===== config.mk =====
export PLATFORM = sky130hd
export DESIGN_NAME = mu0_run_ctrl_flat
export DESIGN_NICKNAME = d
export VERILOG_FILES = /design/src/rtl/mu0_run_ctrl_if.sv /design/src/rtl/mu0_run_ctrl.sv /design/src/flat_wrapper.sv
export SDC_FILE = /design/constraint.sdc
export NUM_CORES = 1
export LEC_CHECK = 0
export ABC_CLOCK_PERIOD_IN_PS = 6700
export CORE_MARGIN = 2
export CORE_UTILIZATION = 30
export CTS_CLUSTER_SIZE = 8
export DETAILED_ROUTE_END_ITERATION = 7
export PLACE_DENSITY = 0.48
export SLEW_MARGIN = 20
export SYNTH_ARGS = -nofsm -noshare
export SYNTH_HDL_FRONTEND = slang
export SYNTH_SLANG_ARGS = --single-unit

===== constraint.sdc =====
create_clock -name clk -period 6.7 [get_ports clk]
set_input_delay 0.67 -clock clk [delete_from_list [all_inputs] [get_ports clk]]
set_output_delay 0.67 -clock clk [all_outputs]
set_load 0.01 [all_outputs]

===== src/rtl/mu0_run_ctrl_if.sv =====
// Handshake bundle between the uart/top level and the mu0 run sequencer.
// Optional feature macro: MU0_BREAKPOINT_EN adds pc, bpAddr and bpArm.
interface mu0_run_ctrl_if #(
    parameter int PC_W = 16
);
    logic [3:0]  clkMode;
    logic        start;
    logic        done;
    logic        cpuClk;
    logic        cpuEdge;
    logic        enable;
    logic [1:0]  haltReason;
    logic [15:0] cycleCount;
`ifdef MU0_BREAKPOINT_EN
    logic [PC_W-1:0] pc;
    logic [PC_W-1:0] bpAddr;
    logic            bpArm;

    modport master (
        output clkMode, start, done, pc, bpAddr, bpArm,
        input  cpuClk, cpuEdge, enable, haltReason, cycleCount
    );
    modport slave (
        input  clkMode, start, done, pc, bpAddr, bpArm,
        output cpuClk, cpuEdge, enable, haltReason, cycleCount
    );
`else
    modport master (
        output clkMode, start, done,
        input  cpuClk, cpuEdge, enable, haltReason, cycleCount
    );
    modport slave (
        input  clkMode, start, done,
        output cpuClk, cpuEdge, enable, haltReason, cycleCount
    );
`endif
endinterface


===== src/rtl/mu0_run_ctrl.sv =====
// mu0 run/clock sequencer: start-toggle run requests, run-state FSM, gated CPU
// clock level with a rising-edge strobe, and a saturating CPU cycle counter.
// Optional feature macro: MU0_BREAKPOINT_EN (pc/bpAddr breakpoint -> BREAK state).
module mu0_run_ctrl #(
    parameter int SLOW_DIV = 6318000,
    parameter int CNT_W    = 32
) (
    input  logic          clk,
    input  logic          reset,
    mu0_run_ctrl_if.slave bus
);
    typedef enum logic [1:0] {S_IDLE, S_RUN, S_HALT, S_BREAK} state_t;

    state_t            state_q, state_d;
    logic              start_seen_q, start_seen_d;
    logic              primed_q, primed_d;
    logic [3:0]        mode_q, mode_d;
    logic [CNT_W-1:0]  div_q, div_d;
    logic              g_q, g_d;
    logic              cpu_clk_q, cpu_clk_d;
    logic              cpu_edge_q, cpu_edge_d;
    logic              enable_q, enable_d;
    logic [1:0]        reason_q, reason_d;
    logic [15:0]       count_q, count_d;

    logic              run_req;
    logic              mode_chg;
    logic              bp_hit;

    // Next-state logic: request detect, clock generator, FSM, strobe and counter
    always_comb begin
        // The first clk after reset only captures start, so a start level
        // held through reset is never mistaken for a toggle.
        run_req      = primed_q && (bus.start != start_seen_q);
        start_seen_d = bus.start;
        primed_d     = 1'b1;

        // Generator runs regardless of state; a mode change restarts the divider.
        mode_d   = bus.clkMode;
        mode_chg = (bus.clkMode != mode_q);
        div_d    = '0;
        g_d      = 1'b0;
        case (bus.clkMode)
            4'd1: g_d = ~g_q;
            4'd2: begin
                if (div_q == CNT_W'(SLOW_DIV)) begin
                    g_d = ~g_q;
                end else begin
                    g_d = g_q;
                    if (!mode_chg) div_d = div_q + 1'b1;
                end
            end
            4'd4: g_d = 1'b1;
            default: g_d = 1'b0;
        endcase

`ifdef MU0_BREAKPOINT_EN
        bp_hit = (state_q == S_RUN) && cpu_edge_q && bus.bpArm && (bus.pc == bus.bpAddr);
`else
        bp_hit = 1'b0;
`endif

        // Priority: run request > done > breakpoint.
        state_d  = state_q;
        reason_d = reason_q;
        if (run_req) begin
            state_d  = S_RUN;
            reason_d = 2'd0;
        end else if (state_q == S_RUN && bus.done) begin
            state_d  = S_HALT;
            reason_d = 2'd1;
        end else if (bp_hit) begin
            state_d  = S_BREAK;
            reason_d = 2'd2;
        end

        // Gating on the next state drops cpuClk in the same clk as enable.
        enable_d   = (state_d == S_RUN);
        cpu_clk_d  = g_d & enable_d;
        cpu_edge_d = cpu_clk_d & ~cpu_clk_q;

        if (run_req)
            count_d = '0;
        else if (cpu_edge_d && count_q != 16'hFFFF)
            count_d = count_q + 16'd1;
        else
            count_d = count_q;
    end

    // State and registered outputs
    always_ff @(posedge clk or posedge reset) begin
        if (reset) begin
            state_q      <= S_IDLE;
            start_seen_q <= 1'b0;
            primed_q     <= 1'b0;
            mode_q       <= 4'd0;
            div_q        <= '0;
            g_q          <= 1'b0;
            cpu_clk_q    <= 1'b0;
            cpu_edge_q   <= 1'b0;
            enable_q     <= 1'b0;
            reason_q     <= 2'd0;
            count_q      <= 16'd0;
        end else begin
            state_q      <= state_d;
            start_seen_q <= start_seen_d;
            primed_q     <= primed_d;
            mode_q       <= mode_d;
            div_q        <= div_d;
            g_q          <= g_d;
            cpu_clk_q    <= cpu_clk_d;
            cpu_edge_q   <= cpu_edge_d;
            enable_q     <= enable_d;
            reason_q     <= reason_d;
            count_q      <= count_d;
        end
    end

    assign bus.cpuClk     = cpu_clk_q;
    assign bus.cpuEdge    = cpu_edge_q;
    assign bus.enable     = enable_q;
    assign bus.haltReason = reason_q;
    assign bus.cycleCount = count_q;
endmodule


===== src/flat_wrapper.sv =====
// flat-port wrapper written by rule: the top's interface ports become plain ports
module mu0_run_ctrl_flat 
#(
    parameter int SLOW_DIV = 6318000,
    parameter int CNT_W    = 32
)
  (clk, reset, bus_clkMode, bus_start, bus_done, bus_cpuClk, bus_cpuEdge, bus_enable, bus_haltReason, bus_cycleCount);
  mu0_run_ctrl_if #(.PC_W(16)) bus_i ();
  input  logic clk;
  input  logic reset;
  input wire logic [$bits(bus_i.clkMode)-1:0] bus_clkMode;
  input wire logic [$bits(bus_i.start)-1:0] bus_start;
  input wire logic [$bits(bus_i.done)-1:0] bus_done;
  output wire logic [$bits(bus_i.cpuClk)-1:0] bus_cpuClk;
  output wire logic [$bits(bus_i.cpuEdge)-1:0] bus_cpuEdge;
  output wire logic [$bits(bus_i.enable)-1:0] bus_enable;
  output wire logic [$bits(bus_i.haltReason)-1:0] bus_haltReason;
  output wire logic [$bits(bus_i.cycleCount)-1:0] bus_cycleCount;
  assign bus_i.clkMode = bus_clkMode;
  assign bus_i.start = bus_start;
  assign bus_i.done = bus_done;
  assign bus_cpuClk = bus_i.cpuClk;
  assign bus_cpuEdge = bus_i.cpuEdge;
  assign bus_enable = bus_i.enable;
  assign bus_haltReason = bus_i.haltReason;
  assign bus_cycleCount = bus_i.cycleCount;
  mu0_run_ctrl #(.SLOW_DIV(SLOW_DIV), .CNT_W(CNT_W)) u_core (.clk(clk), .reset(reset), .bus(bus_i));
endmodule

==> summary.md, run 1 <==
| Metric | Value |
|---|---|
| CTS tree | done |
| Post-synth EDFFs | 0 |
| Ys Warns | 0 |
| Chip width | 107 um |
| Clock transition at the registers of the reported paths | 70 ps |
| Starting DRT DRC Count | 108 |
| I/O pins | 29 |
| Worst r2r src | u_core.div_q[16]$_DFF_PP0_ |
| Antenna cells | 0 |
| Root Buffer Master | clkbuf_8 |
| Tmin final | 2760 ps |
| Hold Crit Class | register to register |
| Final WL | 6860 um |
| Post_cts resized | 0 |
| Initial core utilization | 0.307 |
| Actual slew at the worst max-slew pin | around 800 ps |
| P_leak | roughly 0.0014 uW |
| Slew Limit Fails | 0 |
| Die Y | roughly 110 um |
| Clock power share | 0.421 |
| Clock Skews | 11.3 ps |
| Adder-Cell Fraction of Synth Area | 0.0119 |
| Critical-path cell list | or4_1, or4_1, nor4_2, or3_1, buf_8, nor2_1 |
| #FFs+latches synth | 61 |
| Cts bufs inserted | 9 |
| Core area | 10300 um2 |
| Simple-Gate Fraction of Synth Area | 0.285 |
| Switching Power | 175 uW |
| Max Fclk | 0.363 GHz |
| Hold-critical path endpoint | u_core.bus.haltReason[0]$_DFFE_PP0P_ |
| GR Overflow Total | 0 |
| Area of the multi-input gates | 1480 um2 |
| Final hold viol count | 0 |
| Antenna-violating nets left | 0 |
| Largest family of logic cells by synthesized area | simple AND/OR/NAND/NOR gates |
| Maximum level of the CTS H-tree | 3 |
| Mapped Cells | about 330 |
| Row count | 37 |
| Switching Share | 0.236 |
| Synth Area in XOR/XNOR | 0.0861 |
| Main flop type after synthesis | dfrtp_1 |
| R2r worst-path depth | 6 |
| WL per Instance | 13.8 um |
| Area Growth Syn to Fin | 18.0% |
| Avg Inst Size Synth | 9.58 um2 |
| TNS Setup | 0 ps |
| Startpoint Class | register |
| Sequential fraction of the synthesis area | 0.484 |
| Post-Syn Area | 3150 um2 |
| Mux share of post-synthesis cell area | 0.00318 |
| Routed vias/inst | 4.99 |
| CP peak stage delay | 590 ps |
| Synth top area share | 0.484 |
| Overall Global Routing Usage | 0.135 |
| RePlAce Congestion | 0.774 |
| # fillers | 1071 |
| Via Count | 2476 |
| Asr flop ratio synth | 1.00 |
| Final HPWL DP | ~4700 um |
| Worst-Skew Late Latency | 330 ps |
| Worst path arrival time | 2970 ps |
| Status | completed |
| Residual DRC | 0 |
| Number of global-route vias before repair | 2433 |
| CP Capture Type | register |
| CP top delay family | simple AND/OR/NAND/NOR gates |
| PortBufs | 27 |
| Longest Clk Path Bufs | 2 |
| CTS sink count | 61 |
| Fin nets | 367 |
| Critical path's slowest cell | or3_1 |
| Post-CTS Hold Fix Bufs | 0 |
| Compound-gate portion of the synthesized area | 0.0790 |
| Setup violations, final | 0 |
| Tcrit/Tclk final | 0.411 |
| Area contributors post-synth | dfrtp_1 (48%), nor2_1 (5.7%), xnor2_1 (5.6%), or4_1 (3.3%), xor2_1 (3.1%) |
| Die Area | 11300 um2 |
| Largest net degree at the start of global routing | 62 |
| R2r setup slk | around 3900 ps |
| Yosys top cell by area | dfrtp_1 |
| Peak VDD IR | 85.0 uV |
| Postcts setup bufs | 0 |
| Worst r2r dst | u_core.div_q[22]$_DFF_PP0_ |
| P_int | roughly 560 uW |
| Worst slew margin | 0.463 |
| Seq pwr share | 0.519 |
| Worst hold path depth | 2 |
| First-pass GRT wire length | 12200 um |
| Gate power share | 0.061 |
| Crit Path Category | register to register |
| Total iterations of the first detailed-routing run | 4 |
| Antenna violations before repair | 0 |
| Hold wc startpoint | u_core.bus.haltReason[0]$_DFFE_PP0P_ |
| Max_cap viols | 0 |
| Worst Path Buf+Inv | 1 |
| Unrepaired setup endpoints after global routing | false |
| Layout cell share with drive strength beyond 1 | 0.0750 |
| CP dominant cell by count | or4_1 |
| Count of different cell masters after synthesis | 45 |
| Reg area | 1530 um2 |
| Syn_nets | between 300 and 400 |
| Worst Path Max Fanout | 17 |
| PwrDens | 199 nW/um2 |
| CP required | 6910 ps |
| Hold Worst Slack | 503 ps |
[how the worst max path moves through the flow]
| stage | depth (start not counted) | from | to |
|---|---|---|---|
| 2_1_floorplan | 7 | u_core.div_q[16]$_DFF_PP0_ | u_core.div_q[24]$_DFF_PP0_ |
| 3_3_place_gp | 8 | bus_clkMode[3] | u_core.bus.cycleCount[11]$_DFFE_PP0P_ |
| 3_5_place_dp | 8 | bus_clkMode[3] | u_core.bus.cycleCount[15]$_DFFE_PP0P_ |
| 4_1_cts | 6 | u_core.div_q[16]$_DFF_PP0_ | u_core.div_q[22]$_DFF_PP0_ |
| 5_1_grt | 6 | u_core.div_q[16]$_DFF_PP0_ | u_core.div_q[22]$_DFF_PP0_ |
| 6_report | 6 | u_core.div_q[16]$_DFF_PP0_ | u_core.div_q[22]$_DFF_PP0_ |
[registers in the layout, summed over array words and instances (netlist names)]
signal	cells
u_core.bus.haltReason	1
u_core.div_q	32
u_core.start_seen_q	1
u_core.primed_q	1
u_core.g_q	1
u_core.bus.cpuEdge	1
u_core.bus.enable	1
u_core.state_q	2
u_core.mode_q	4
u_core.bus.cpuClk	1
u_core.bus.cycleCount	16
[worst min-delay path: cells and delay by family (launching register included)]
kind | cells | cell delay, ps
AOI/OAI and AO/OA | 1 | 40
and+or+nand+nor | 1 | 70
DFF | 1 | 350
[through the flow]
| stage | setup slack (ps) | area, um2 | cells | util | total power, uW |
|---|---|---|---|---|---|
| floorplan | 4460 | 3150 | 329 | - | 416 |
| global placement | 3730 | 3520 | 480 | 0.343 | 436 |
| detailed placement | 3680 | 3540 | 481 | 0.344 | 436 |
| CTS | 3900 | 3720 | 496 | 0.362 | 754 |
| global route | 3720 | 3720 | 496 | 0.362 | 776 |
| finish | 3940 | 3720 | 496 | 0.362 | 739 |
[final cells by class]
| cell class | count | area share |
|---|---|---|
| multi-input combinational | 239 | 0.398 |
| clock inverter | 5 | 0.0141 |
| clock buffer | 10 | 0.0343 |
| tap | 136 | 0.0458 |
| timing repair buffer | 31 | 0.0828 |
| inverter | 14 | 0.0141 |
| sequential | 61 | 0.410 |
[power by group through the flow]
stage	registers, uW	logic, uW	clock network [uW]
detailed placement	390	46.1	0
CTS	383	46.3	325
global placement	390	45.9	0
global route	385	52.2	339
finish	383	44.8	311
floorplan	391	24.7	0
[cell usage after synthesis, types with 2 or more instances]
library cell and number:
dfrtp_1 61, nand3_1 15, ha_1 3, buf_6 4
and2_1 3, xnor2_1 20, conb_1 2, nor2b_1 3
nor3_1 7, nor4b_1 3, o211ai_1 3, nand2b_1 4
or4_1 14, nand4_1 15, nor3b_1 3, inv_1 14
nor2_1 48, and3_1 3, a21oi_1 13, nor4_1 7
o21ai_0 5, buf_2 6, xor2_1 11, nand2_1 23
o31ai_1 9, and4_1 3, or3_1 6, clkbuf_1 4
[cell families (layout without fill, tap and decap cells)]
kind of cell    Yosys count  in the layout
xor+xnor                 31             31
other cells               2              2
fa+ha+maj                 3              3
mux                       1              1
compound gates           38             38
flops                    61             61
simple gates            164            164
buf+inv                  29             60
[placed cells by master, fill, tap and decap left out, types with 2 or more instances in the layout]
master,instances
nor4_1,6
or4_1,14
nor3_1,7
and4_1,3
clkbuf_8,9
o31ai_1,9
nor2b_1,3
xnor2_1,20
o211ai_1,3
ha_1,3
nor3b_1,3
clkdlybuf4s50_1,27
and2_1,3
nand2_1,23
nand2b_1,4
a21oi_1,13
inv_1,13
and3_1,3
nor4b_1,3
clkinv_2,3
o21ai_0,5
nor2_1,48
nor4_2,2
nand3_1,15
conb_1,2
dfrtp_1,61
nand4_1,15
buf_4,3
xor2_1,11
or3_1,6
[per-layer routing]
layer / global-route usage / vias up / wire length, um
li1: - / 1218 / -
met1: 0.180 / 1210 / 3250
met2: 0.212 / 39 / 3300
met3: 0.0319 / 9 / 227
met4: 0.0482 / 0 / 85
met5: 0 / - / 0
Note: power is estimated with default switching activity, not from simulation.
==> inputs of run 2 (changes only) <==
ABC_CLOCK_PERIOD_IN_PS = 2850   (was 6700)
clock period = 2.85 ns   (was 6.7 ns; I/O delays follow)
==> summary.md, run 2 (synthesis gave the netlist of run 1 again) <==
| Metric | Value |
|---|---|
| Status | completed |
| CTS tree | done |
| PortBufs | 27 (unchanged) |
| RePlAce Congestion | 0.790 (+2.1%) |
| Largest net degree at the start of global routing | 33 (-47%) |
| CP Depth | 6 (unchanged) |
| Residual DRC | 0 (unchanged) |
| Finished Cell Area | 3790 um2 (+2.0%) |
| Fin nets | 368 (+0.27%) |
| Final hold viol count | 0 (unchanged) |
| Overall Global Routing Usage | 0.133 (-0.00140) |
| TNS Setup | 0 ps (unchanged) |
| Hold Worst Slack | 364 ps (-139 ps) |
| R2r worst-path depth | 6 (unchanged) |
| Total iterations of the first detailed-routing run | 7 (+3) |
| Row count | 37 (unchanged) |
| Final WL | 6790 um (-1.1%) |
| P_leak | 0.00141 uW (+2.6%) |
| Worst Path Buf+Inv | 1 (unchanged) |
| Clock transition at the registers of the reported paths | 70 ps (about the same) |
| CTS sink count | 61 (unchanged) |
| Routed vias/inst | 4.92 (-1.4%) |
| CP dominant cell by count | or4_1 |
| Final Non-Filler Cells | 498 (+0.40%) |
| Critical path's slowest cell | or4_1 |
| Post-CTS Hold Fix Bufs | 0 (unchanged) |
| CP peak stage delay | 530 ps (-60 ps) |
| Tmin final | 2400 ps (-354 ps) |
| I/O pins | 29 (unchanged) |
| Via Count | 2450 (-1.1%) |
| Actual slew at the worst max-slew pin | 670 ps (-129 ps) |
| Final total power | 1870 uW (+150%) |
| Antenna cells | 0 (unchanged) |
| Cts bufs inserted | 9 (unchanged) |
| Die Area | 11300 um2 (unchanged) |
| Max_cap viols | 0 (unchanged) |
| Initial core utilization | 0.307 (unchanged) |
| GR Overflow Total | 0 (unchanged) |
| Hold Crit Class | input pin to asynchronous set/reset pin |
| Antenna-violating nets left | 0 (unchanged) |
| Longest Clk Path Bufs | 2 (unchanged) |
| Area Growth Syn to Fin | 20.4% |
| WL per Instance | 13.6 um (-1.5%) |
| Peak VDD IR | 248 uV (+190%) |
| Maximum level of the CTS H-tree | 3 (unchanged) |
| Antenna violations before repair | 0 (unchanged) |
| Layout cell share with drive strength beyond 1 | 0.0746 (-0.000414) |
| Most frequent cells in the layout | dfrtp_1 (61), nor2_1 (48), clkdlybuf4s50_1 (27) |
| Setup crit start | u_core.div_q[16]$_DFF_PP0_ |
| Largest register FFs | 32 (unchanged) |
| Root Buffer Master | clkbuf_8 |
| Critical-path cell list | or4_1, or4_1, nor4_2, or3_1, buf_12, nor2_1 |
| Postcts setup bufs | 0 (unchanged) |
| Slew Limit Fails | 0 (unchanged) |
| Worst r2r dst | u_core.div_q[2]$_DFF_PP0_ |
| Post_cts resized | 0 (unchanged) |
| Number of global-route vias before repair | 2468 (+1.4%) |
| PwrDens | 493 nW/um2 (+150%) |
| R2r setup slk | 450 ps (-3500 ps) |
| Tcrit/Tclk final | 0.843 (+0.432) |
| Core area | 10300 um2 (unchanged) |
| First-pass GRT wire length | 11900 um (-2.2%) |
| Worst slew margin | 0.553 (+0.0898) |
| Worst path arrival time | 2620 ps (-350 ps) |
| Clock Skews | 13.4 ps (+2.06 ps) |
| Max Fclk | 0.416 GHz (+15%) |
| Chip width | 107 um (unchanged) |
| Worst Path Max Fanout | 32 (+15) |
| Startpoint Class | register |
| Unrepaired setup endpoints after global routing | false |
| Crit Path Category | register to register |
| Dpl cells | 482 (+0.21%) |
| Placed Area | 3580 um2 (+1.1%) |
| Worst r2r src | u_core.div_q[16]$_DFF_PP0_ |
| Setup violations, final | 0 (unchanged) |
| Most flop-heavy register | u_core.div_q |
| Most common cell after layout, fill and taps aside | dfrtp_1 |
| Final HPWL DP | 4680 um (+0.10%) |
| CP Capture Type | register |
| Worst-Skew Late Latency | 340 ps (about the same) |
| End of the critical path | u_core.div_q[2]$_DFF_PP0_ |
| CP required | 3060 ps (-3850 ps) |
| Starting DRT DRC Count | 68 (-37%) |
| Die Y | 107 um (unchanged) |
| CP top delay family | simple AND/OR/NAND/NOR gates |
## run 2: report_power, final
part / total (uW) / switching (uW) / internal (uW)
registers: 901 / 14.8 / 886
logic: 109 / 60.8 / 48.5
clock network: 859 / 340 / 520
total: 1870 / 415 / 1450
## run 2: worst min-delay path by stage
stage	end	cells past startpoint	startpoint	slack [ps]
final	u_core.div_q[18]$_DFF_PP0_	2	reset	360
after global routing	u_core.div_q[18]$_DFF_PP0_	2	reset	430
after CTS	u_core.div_q[18]$_DFF_PP0_	2	reset	380
after detailed placement	u_core.bus.haltReason[0]$_DFFE_PP0P_	2	u_core.bus.haltReason[0]$_DFFE_PP0P_	500
after global placement	u_core.bus.haltReason[0]$_DFFE_PP0P_	2	u_core.bus.haltReason[0]$_DFFE_PP0P_	480
after floorplan	u_core.mode_q[0]$_DFF_PP0_	0	bus_clkMode[0]	320
## run 2: final cells by class
class	instances	area (um2)
fill	1075	6480
inverter	14	52.6
sequential	61	1530
clock buffer	13	149
clock inverter	3	68.8
tap	136	170
timing repair buffer	32	345
multi-input combinational	239	1480
## run 2: layer usage
| metal | global-route usage | vias to the layer above | share of wire |
|---|---|---|---|
| met1 | 0.169 | 1182 | 0.48 |
| met4 | 0.0547 | 0 | 0.017 |
| met5 | 0 | - | 0 |
| met2 | 0.217 | 42 | 0.47 |
| li1 | - | 1217 | - |
| met3 | 0.0319 | 9 | 0.032 |
## run 2: stage by stage
stage	setup slack, ps	util
6_report	447	0.369
5_1_grt	264	0.369
4_1_cts	404	0.369
3_5_place_dp	266	0.348
3_3_place_gp	352	0.348
2_1_floorplan	610	-
==> inputs of run 3 (changes only) <==
ABC_CLOCK_PERIOD_IN_PS = 2250   (was 2850)
clock period = 2.25 ns   (was 2.85 ns; I/O delays follow)
==> summary.md, run 3 (synthesis gave the netlist of run 1 again) <==
| Metric | Value |
|---|---|
| Seq pwr share | 0.448 (-0.034) |
| Max_cap viols | 0 (unchanged) |
| Largest register FFs | 32 (unchanged) |
| Failing checks | setup timing |
| Tmin final | 2330 ps (-75.7 ps) |
| WL per Instance | 13.2 um (-3.0%) |
| Worst Path Max Fanout | 26 (-19%) |
| Hold Worst Slack | 260 ps (-105 ps) |
| First-pass GRT wire length | 12200 um (+1.9%) |
| Longest Clk Path Bufs | 2 (unchanged) |
| Startpoint Class | register |
| Switching Power | 552 uW (+33%) |
| Switching Share | 0.217 (-0.00510) |
| Status | finished, violations left |
| Most frequent cells in the layout | dfrtp_1 (61), nor2_1 (48), buf_4 (41) |
| Fin nets | 407 (+11%) |
| Final hold viol count | 0 (unchanged) |
| Initial core utilization | 0.307 (unchanged) |
| Core area | 10300 um2 (unchanged) |
| Gate power share | 0.060 (+0.002) |
| Crit Path Category | register to register |
| Final Core Density | 0.406 (+0.0366) |
| Final HPWL DP | 4980 um (+6.5%) |
| TNS Setup | -501 ps (-501 ps) |
| Most common cell after layout, fill and taps aside | dfrtp_1 |
| Overall Global Routing Usage | 0.135 (+0.00194) |
| Die Y | 107 um (unchanged) |
| Total iterations of the first detailed-routing run | 4 (-3) |
| Final WL | 7100 um (+4.6%) |
| Worst-Skew Late Latency | 340 ps (about the same) |
| Clock transition at the registers of the reported paths | 70 ps (about the same) |
| Number of global-route vias before repair | 2533 (+2.6%) |
| GR Overflow Total | 0 (unchanged) |
| Worst path arrival time | 2590 ps (-30 ps) |
| PortBufs | 27 (unchanged) |
| Starting DRT DRC Count | 98 (+44%) |
| Area Growth Syn to Fin | 32.3% |
| Layout cell share with drive strength beyond 1 | 0.192 (+0.117) |
| Clock power share | 0.492 (+0.032) |
| CP Capture Type | register |
| Max Fclk | 0.430 GHz (+3.3%) |
| Most flop-heavy register | u_core.div_q |
| Antenna-violating nets left | 0 (unchanged) |
| Chip width | 107 um (unchanged) |
| Post-CTS Hold Fix Bufs | 0 (unchanged) |
| Unrepaired setup endpoints after global routing | true |
| Largest net degree at the start of global routing | 62 (+88%) |
| Hold Crit Class | input pin to asynchronous set/reset pin |
| Cts bufs inserted | 9 (unchanged) |
| Antenna cells | 0 (unchanged) |
| Antenna violations before repair | 0 (unchanged) |
| Clock Skews | 9.92 ps (-3.47 ps) |
| RePlAce Congestion | 0.853 (+8.0%) |
| Post-route setup slack | -77.3 ps (-524 ps) |
| Via Count | 2613 (+6.7%) |
| Residual DRC | 0 (unchanged) |
| Finished Cell Area | 4170 um2 (+9.9%) |
| Die Area | 11300 um2 (unchanged) |
| Placed Area | 3840 um2 (+7.3%) |
| P_int | 1990 uW (+37%) |
| Peak VDD IR | 300 uV (+21%) |
| Slew Limit Fails | 0 (unchanged) |
| I/O pins | 29 (unchanged) |
| P_leak | 0.00164 uW (+16%) |
| CP required | 2510 ps (-550 ps) |
| Row count | 37 (unchanged) |
| Tcrit/Tclk final | 1.03 (+0.191) |
| Routed vias/inst | 4.87 (-1.1%) |
| CTS tree | done |
| Final total power | 2540 uW (+36%) |
| Setup violations, final | 11 (+11) |
| Maximum level of the CTS H-tree | 3 (unchanged) |
| PwrDens | 610 nW/um2 (+24%) |
| Root Buffer Master | clkbuf_8 |
| CTS sink count | 61 (unchanged) |
[run 3: changes by cell type in the layout (fill, tap and decap cells not counted), sizes merged]
| cell | before | now |
|---|---|---|
| buf | 5 | 44 |
| clkbuf | 13 | 11 |
| bufinv | 2 | 3 |
| clkinvlp | 0 | 1 |
[run 3: final timing paths]
check | slack, ps | end | start | depth (start not counted)
min in group clk | 380 | u_core.start_seen_q$_DFF_PP0_ | bus_start | 1
min | 260 | u_core.mode_q[2]$_DFF_PP0_ | reset | 3
max reg2reg | -80 | u_core.bus.cycleCount[6]$_DFFE_PP0P_ | u_core.div_q[17]$_DFF_PP0_ | 7
max | -80 | u_core.bus.cycleCount[6]$_DFFE_PP0P_ | u_core.div_q[17]$_DFF_PP0_ | 7
max in group asynchronous | 1710 | u_core.div_q[18]$_DFF_PP0_ | reset | 3
min reg2reg | 500 | u_core.bus.haltReason[0]$_DFFE_PP0P_ | u_core.bus.haltReason[0]$_DFFE_PP0P_ | 2
[run 3: cell type report]
cell class	count	area [um2]
Clock buffer	11	151
Multi-Input combinational cell	239	1530
Clock inverter	5	106
Fill cell	1034	6110
Timing Repair Buffer	71	638
Tap cell	136	170
Inverter	14	52.6
Sequential cell	61	1530
[run 3: timing repair]
item | in CTS | in global routing
gates resized for setup | 1 | 8
setup buffers | 3 | 1
pin swaps | 5 | 2
endpoints found under the setup margin | 12 | 49
[run 3: worst max-delay path, stage by stage (launching register included)]
cell and delay [ps]:
dfrtp_1 390, or4_4 550, nor4_4 180, and4b_1 240
nor3_2 60, buf_12 160, or4_4 520, a21oi_2 150
[run 3: per-layer routing]
| layer | part of all wire | routed length [um] | track usage |
|---|---|---|---|
| met2 | 0.48 | 3380 | 0.217 |
| met4 | 0.014 | 102 | 0.0427 |
| met5 | 0 | 0 | 0 |
| met3 | 0.032 | 226 | 0.0386 |
| met1 | 0.48 | 3390 | 0.176 |
[run 3: through the flow]
stage	std cells	worst slack [ps]
after floorplan	329	10.4
after global placement	517	-109
after detailed placement	517	-168
after CTS	536	-67.7
after global routing	537	-172
final	537	-77.3
[run 3: power by group through the flow]
stage	sequential (uW)	clock, uW	combinational, uW
after floorplan	1160	0	73.5
after global placement	1160	0	153
after detailed placement	1160	0	153
after CTS	1140	1290	155
after global routing	1140	1330	172
final	1140	1250	153
